## config.mk

```make
export PLATFORM = sky130hd
export DESIGN_NAME = mem_arbiter
export DESIGN_NICKNAME = d
export VERILOG_FILES = /design/src/rtl/mem_arbiter.sv
export SDC_FILE = /design/constraint.sdc
export NUM_CORES = 1
export LEC_CHECK = 0
export CAP_MARGIN = 20
export CELL_PAD_IN_SITES_DETAIL_PLACEMENT = 1
export CELL_PAD_IN_SITES_GLOBAL_PLACEMENT = 2
export CORE_ASPECT_RATIO = 1.5
export CORE_MARGIN = 3
export CORE_UTILIZATION = 27
export CTS_CLUSTER_DIAMETER = 100
export CTS_CLUSTER_SIZE = 12
export DETAILED_ROUTE_END_ITERATION = 7
export PLACE_DENSITY_LB_ADDON = 0.15
export SLEW_MARGIN = 15
export SYNTH_ARGS = -nofsm -noshare
export SYNTH_HDL_FRONTEND = slang
export SYNTH_SLANG_ARGS = --single-unit
```

## constraint.sdc

```tcl
create_clock -name clk -period 22.4 [get_ports clk]
set_input_delay 3.36 -clock clk [delete_from_list [all_inputs] [get_ports clk]]
set_output_delay 3.36 -clock clk [all_outputs]
set_load 0.005 [all_outputs]
```

## src/rtl/mem_arbiter.sv

```systemverilog
// rtl/mem_arbiter.sv - round-robin arbiter multiplexing N_REQ requesters onto one memory unit
// Each requester owns a one-deep capture slot; the FSM issues one access at a time and waits for mem_ready or timeout.
module mem_arbiter #(
  parameter int N_REQ   = 4,
  parameter int ADDR_W  = 10,
  parameter int DATA_W  = 64,
  parameter int TIMEOUT = 255
) (
  input  logic                     clk,
  input  logic                     rst,
  input  logic [N_REQ-1:0]         req_execute,
  input  logic [2*N_REQ-1:0]       req_func,
  input  logic [ADDR_W*N_REQ-1:0]  req_addr1,
  input  logic [ADDR_W*N_REQ-1:0]  req_addr2,
  input  logic [DATA_W*N_REQ-1:0]  req_wdata,
  output logic [N_REQ-1:0]         req_ready,
  output logic [DATA_W-1:0]        req_rdata1,
  output logic [DATA_W-1:0]        req_rdata2,
  output logic                     mem_execute,
  output logic [1:0]               mem_func,
  output logic [ADDR_W-1:0]        address1,
  output logic [ADDR_W-1:0]        address2,
  output logic [DATA_W-1:0]        write_data,
  input  logic                     mem_ready,
  input  logic [DATA_W-1:0]        read_data1,
  input  logic [DATA_W-1:0]        read_data2,
  output logic                     busy,
  output logic [1:0]               grant_id,
  output logic [N_REQ-1:0]         overrun_err,
  output logic                     timeout_err
);

  typedef enum logic [1:0] {IDLE, ISSUE, WAIT} state_t;

  state_t              state, state_next;
  logic [N_REQ-1:0]    pend;
  logic [1:0]          slot_func  [N_REQ];
  logic [ADDR_W-1:0]   slot_addr1 [N_REQ];
  logic [ADDR_W-1:0]   slot_addr2 [N_REQ];
  logic [DATA_W-1:0]   slot_wdata [N_REQ];
  logic [1:0]          last_grant;
  logic [7:0]          wait_cnt;
  logic                pick_valid;
  logic [1:0]          pick;
  logic                done;
  logic                timed_out;

  // Scan downwards so the last hit is the requester closest after last_grant.
  always_comb begin
    pick_valid = 1'b0;
    pick       = '0;
    for (int k = N_REQ; k >= 1; k--) begin
      if (pend[(int'(last_grant) + k) % N_REQ]) begin
        pick_valid = 1'b1;
        pick       = 2'((int'(last_grant) + k) % N_REQ);
      end
    end
  end

  always_comb begin
    state_next = state;
    done       = 1'b0;
    timed_out  = 1'b0;
    case (state)
      IDLE:  if (pick_valid) state_next = ISSUE;
      ISSUE: state_next = WAIT;
      WAIT: begin
        if (mem_ready) begin
          done       = 1'b1;
          state_next = IDLE;
        end else if (wait_cnt == 8'(TIMEOUT - 1)) begin
          done       = 1'b1;
          timed_out  = 1'b1;
          state_next = IDLE;
        end
      end
      default: state_next = IDLE;
    endcase
  end

  assign mem_execute = (state == ISSUE);
  assign mem_func    = (state == ISSUE) ? slot_func[grant_id] : 2'b00;
  assign busy        = (state != IDLE);

  always_ff @(posedge clk) begin
    if (rst) begin
      state       <= IDLE;
      pend        <= '0;
      last_grant  <= 2'(N_REQ - 1);
      grant_id    <= '0;
      wait_cnt    <= '0;
      address1    <= '0;
      address2    <= '0;
      write_data  <= '0;
      req_ready   <= '0;
      req_rdata1  <= '0;
      req_rdata2  <= '0;
      overrun_err <= '0;
      timeout_err <= 1'b0;
    end else begin
      state     <= state_next;
      req_ready <= '0;

      if (state == IDLE && pick_valid) begin
        grant_id   <= pick;
        address1   <= slot_addr1[pick];
        address2   <= slot_addr2[pick];
        write_data <= slot_wdata[pick];
      end

      if (state == ISSUE) wait_cnt <= '0;
      else if (state == WAIT) wait_cnt <= wait_cnt + 8'd1;

      if (done) begin
        req_ready[grant_id] <= 1'b1;
        req_rdata1          <= timed_out ? '0 : read_data1;
        req_rdata2          <= timed_out ? '0 : read_data2;
        last_grant          <= grant_id;
        if (timed_out) timeout_err <= 1'b1;
      end

      // A completing slot is free again at this same edge, so a fresh pulse is accepted.
      for (int i = 0; i < N_REQ; i++) begin
        if (req_execute[i]) begin
          if (pend[i] && !(done && grant_id == 2'(i))) begin
            overrun_err[i] <= 1'b1;
          end else begin
            pend[i]       <= 1'b1;
            slot_func[i]  <= req_func[2*i +: 2];
            slot_addr1[i] <= req_addr1[ADDR_W*i +: ADDR_W];
            slot_addr2[i] <= req_addr2[ADDR_W*i +: ADDR_W];
            slot_wdata[i] <= req_wdata[DATA_W*i +: DATA_W];
          end
        end else if (done && grant_id == 2'(i)) begin
          pend[i] <= 1'b0;
        end
      end
    end
  end

endmodule
```

After elaboration in Yosys (flattened, before gate mapping). Memory sizes are Yosys's and may differ from the RTL's. A register that Yosys moved wholly into a read port is not among the register bits. Index checks and enable logic that the tools add are counted.

Add/subtract/negate cells: 5. Order comparisons: 6. Equality and inequality tests: 12. Multiplexer cells: 64. Bitwise operators: 5. Reduce and logical (&&, ||, !) cells: 37.

Operators with widths (number): 2-to-1 mux 64 bit (2); 2-to-1 mux 1 bit (46); 2-to-1 mux 2 bit (10); AND reduction 2 bit (10); less-than comparator 3 x 4 -> 1 bit, second input constant (4); OR reduction 2 bit (6); logical AND 1 bit (10); != test 2 bit, second input constant (5); nonzero test 2 bit (5); adder 8 x 1 -> 8 bit, second input constant (1); binary-select mux 1 bit (select 2 bit) (4); == test 8 bit, second input constant (1); == test 2 bit, second input constant (3); case mux 2 bit (3 select lines) (1); adder 2 x 1 -> 2 bit, second input constant (2); adder 2 bit, second input constant (2); AND 1 bit, first input constant (4); == test 2 x 1 -> 1 bit, second input constant (2); zero test 1 bit (4); zero test 2 bit (2); less-than comparator 2 x 3 -> 1 bit, second input constant (1); != test 3 bit, second input constant (1); demux 1 bit (select 2 bit) (1); greater-or-equal comparator 2 x 1 -> 1 bit, second input constant (1); NOT 1 bit (1).

Register bits: 155. Bits in writable memories: 344. Input bits: 479. Output and inout bits: 227. Word-level logic and storage cells: 149. Memories: 4.

Memories: slot_wdata (depth 4, width 64, rd ports 1, clocked after Yosys merged registers in 1, wr ports 4, RTL line 40) `logic [DATA_W-1:0] slot_wdata [N_REQ];`; slot_addr1 (depth 4, width 10, rd ports 1, clocked after Yosys merged registers in 1, wr ports 4, RTL line 38) `logic [ADDR_W-1:0] slot_addr1 [N_REQ];`; slot_addr2 (depth 4, width 10, rd ports 1, clocked after Yosys merged registers in 1, wr ports 4, RTL line 39) `logic [ADDR_W-1:0] slot_addr2 [N_REQ];`; slot_func (depth 4, width 2, rd ports 1, clocked after Yosys merged registers in 1, wr ports 4, RTL line 37) `logic [1:0] slot_func [N_REQ];`.

Longest topological paths before layout.
Depth in word-level cells: 13. Mapped depth: 9. Depth with buffers taken out: 7.

Worst setup path after synthesis. Ideal clock, no wire load.

Path type: input to register. Start: in mem_ready. End: mem slot_addr1[3][0], enable pin. Arrival time: 10.216 ns. Required time: 21.746 ns. Path slack: 11.530 ns. Stages on the path: 4. Buffers on the path: 1. Cells stage by stage: o21ai_1 > clkbuf_1 > o21ai_0 > nor3b_1.

RTL lines: from (decl) (RTL line 24) `input logic mem_ready,`; to (decl) (RTL line 38).

==> out/results.ini <==
[setup_path]
path_class=in -> reg
path_delay_family=buffers and inverters
rrSetupSlack_ns=18.65
cpMostUsedCell=buf_4
worstReg2RegStart=state[1]
path_depth=6
cpPeakStageDelay_ns=0.70
crit_chain=clkdlybuf4s50_1, o21ai_4, o31ai_1, nor3b_2, buf_4, buf_4
crit_required_ns=22.63
slowest_stage=buf_4
critPathArrivalTime_ns=6.17
rr_endpoint=slot_wdata[0][62]
start_kind=input port
worst-r2r-cell-count=6
crit_buf_inv=3
cp_max_fo=49
cp-startpoint=mem_ready
critical_path.endpoint=slot_wdata[0][62]
endpoint_kind=register

[floorplanning]
rows=124
initial_core_util_pct=27.4
die-area_um2=81300
die_w_um=234
core_area_um2=76600
ios=706
die_y_um=348

[clocking]
cts_buffer_depth=3
hold_buffers=0
post_cts_resized=0
cts_made_buffers=54
post-cts-setup-buffers=0
clock_latency_ns=0.63
cts_tree=done
cts-root-buf=clkbuf_16
h-tree-depth=2
cts_sinks=585
path_clk_slew_ns=0.06

[global_route]
grt_antenna_before_repair=28
grt_pass1_wl_mm=118
track_usage_pct=19.8
grt_overflow_total=0
grt_pass1_vias=17100
grt_max_degree=84

[place]
place_congestion=0.819
dp_hpwl_mm=59.0
placedCellCount=3270
io_buffers=705
dpl_cell_area_um2=29000

[worst_hold_path]
min_path_type=reg -> reg

[final_layout]
multi_input_area_um2=5380
drive_gt1_share_pct=9.83
stdcell_count=3384
final_nets=2799
postLayoutCellArea_um2=30700
synthToLayoutAreaGrowth_pct=45.9
seq_area_um2=15200
num-fill-cells=8195

[timing]
skew_ns=0.0290
slew_viol_final=0
finalSetupViolations=0
worstMarginPinSlew_ns=1.07
fin_crit_sh_pct=26.5
finalHoldViolCount=0
rsz0062_at_grt=no
min_period_ns=5.93
max_slew_margin_pct=28.7
hold_ws_ns=0.463
fin_setup_tns_ns=0
max_freq_ghz=0.169

[yosys]
async_reset_ff_share_pct=0
ys_seq_area_share_pct=72.1
yosys_warnings=0
syn_nets=2127
synth_ff_type=edfxtp_1
synthTopCellsByArea=edfxtp_1, dfxtp_1, nand2_1, a22oi_1, a21oi_2
synth_cell_types=44
synth_top_area_share_pct=49.1
ys_ff_latch=585
yosysTopAreaCell=edfxtp_1
synthCells=1646
syn_area_um2=21000
synth_edf_count=344
syn_area_per_cell_um2=12.8

[route]
vias=15800
first_pass_iters=4
drt-initial-drc-count=644
ant_nets=0
via_per_inst=4.68
totalWireLength_mm=83.6
wl_per_cell_um=24.7
drc=0

[job]
drv_cap=0

[pwr]
p_total_w=0.00245
power_density_nw_per_um2=79.8
vdd_drop_max_v=0.0000540
leakage_nw=10.9

[outcome]
status=finished clean

routing by layer:
metal | up-vias | wire length, um | global-route usage [%]
met5 | - | 55 | 0
met4 | 8 | 2030 | 6.43
met3 | 113 | 7720 | 7.74
met2 | 566 | 43700 | 35.8
met1 | 7882 | 30100 | 20.9
li1 | 7277 | - | -
state kept, by name, indices dropped and copies added (netlist names), 8 cells and up, named ones only:
name / count
slot_wdata: 256
req_rdata1: 64
req_rdata2: 64
write_data: 64
slot_addr1: 40
slot_addr2: 40
address1: 10
address2: 10
slot_func: 8
wait_cnt: 8
layout by cell type, fill, tap and decap left out, types with 3 or more instances in the layout:
cell type          n
a211o_1           27
a211o_2           57
a211oi_1           4
a21oi_1           91
a21oi_2           80
a22oi_1          128
buf_4             23
clkbuf_1          39
clkbuf_16         57
clkdlybuf4s50_1  704
dfxtp_1          241
diode_2           17
edfxtp_1         344
inv_1              8
nand2_1          335
nand2b_1           8
nand3_1            4
nand4_1            3
nor2_1           146
nor2b_1            5
nor3_1             5
nor3b_2            4
o21ai_0            6
o31ai_1            5
xnor2_1            3
xor2_1             4
per-stage QoR:
stage,worst slack [ns],utilization [%]
after floorplan,11.53,-
after detailed placement,15.82,37.9
after global placement,15.88,37.9
final,16.47,40.0
after global routing,16.37,40.0
after CTS,16.47,40.0
kinds of logic after synthesis:
logic type / Yosys count / synth area share, %
xor gates and xnor gates: 7 / 0.292
adders and majority gates: 2 / 0.119
DFF: 585 / 72.1
buffers and inverters: 119 / 2.65
muxes: 4 / 0.309
AOI/OAI and AO/OA: 408 / 14.8
and+or+nand+nor: 521 / 9.78
synth_stat cells, types with 27 or more instances:
cell type,instances
edfxtp_1,344
nand2_1,335
dfxtp_1,241
nor2_1,147
a22oi_1,128
a21oi_1,91
clkbuf_1,89
a21oi_2,80
a211o_2,57
a211o_1,27
worst register-to-register path, delay by kind of cell (launching register included):
kind	cells	cell delay, ns
compound gates	2	0.51
buf+inv	2	1.34
flops	1	0.36
simple gates	2	1.07
power by group:
group / total, W / leakage, nW / switching (W) / internal (W)
clock: 0.000880 / 0.752 / 0.000409 / 0.000471
sequential: 0.00123 / 5.15 / 0.0000281 / 0.00120
combinational: 0.000338 / 5.02 / 0.000162 / 0.000176
worst min path at each step:
stage / start / endpoint / slack [ns] / depth (start not counted)
2_1_floorplan: last_grant[0] / last_grant[0] / 0.45 / 1
3_3_place_gp: overrun_err[1] / overrun_err[1] / 0.45 / 2
3_5_place_dp: address2[5] / address2[5] / 0.45 / 1
4_1_cts: address2[5] / address2[5] / 0.47 / 1
5_1_grt: write_data[14] / write_data[14] / 0.48 / 1
6_report: write_data[27] / write_data[27] / 0.46 / 1
cell type report:
cell class / count / area share (%)
Antenna cell: 17 / 0.139
Clock buffer: 96 / 5.13
Clock inverter: 1 / 0.0163
Inverter: 8 / 0.0979
Multi-Input combinational cell: 942 / 17.5
Sequential cell: 585 / 49.4
Tap cell: 1008 / 4.11
Timing Repair Buffer: 727 / 23.5
Power figures use the tool's default switching activity.
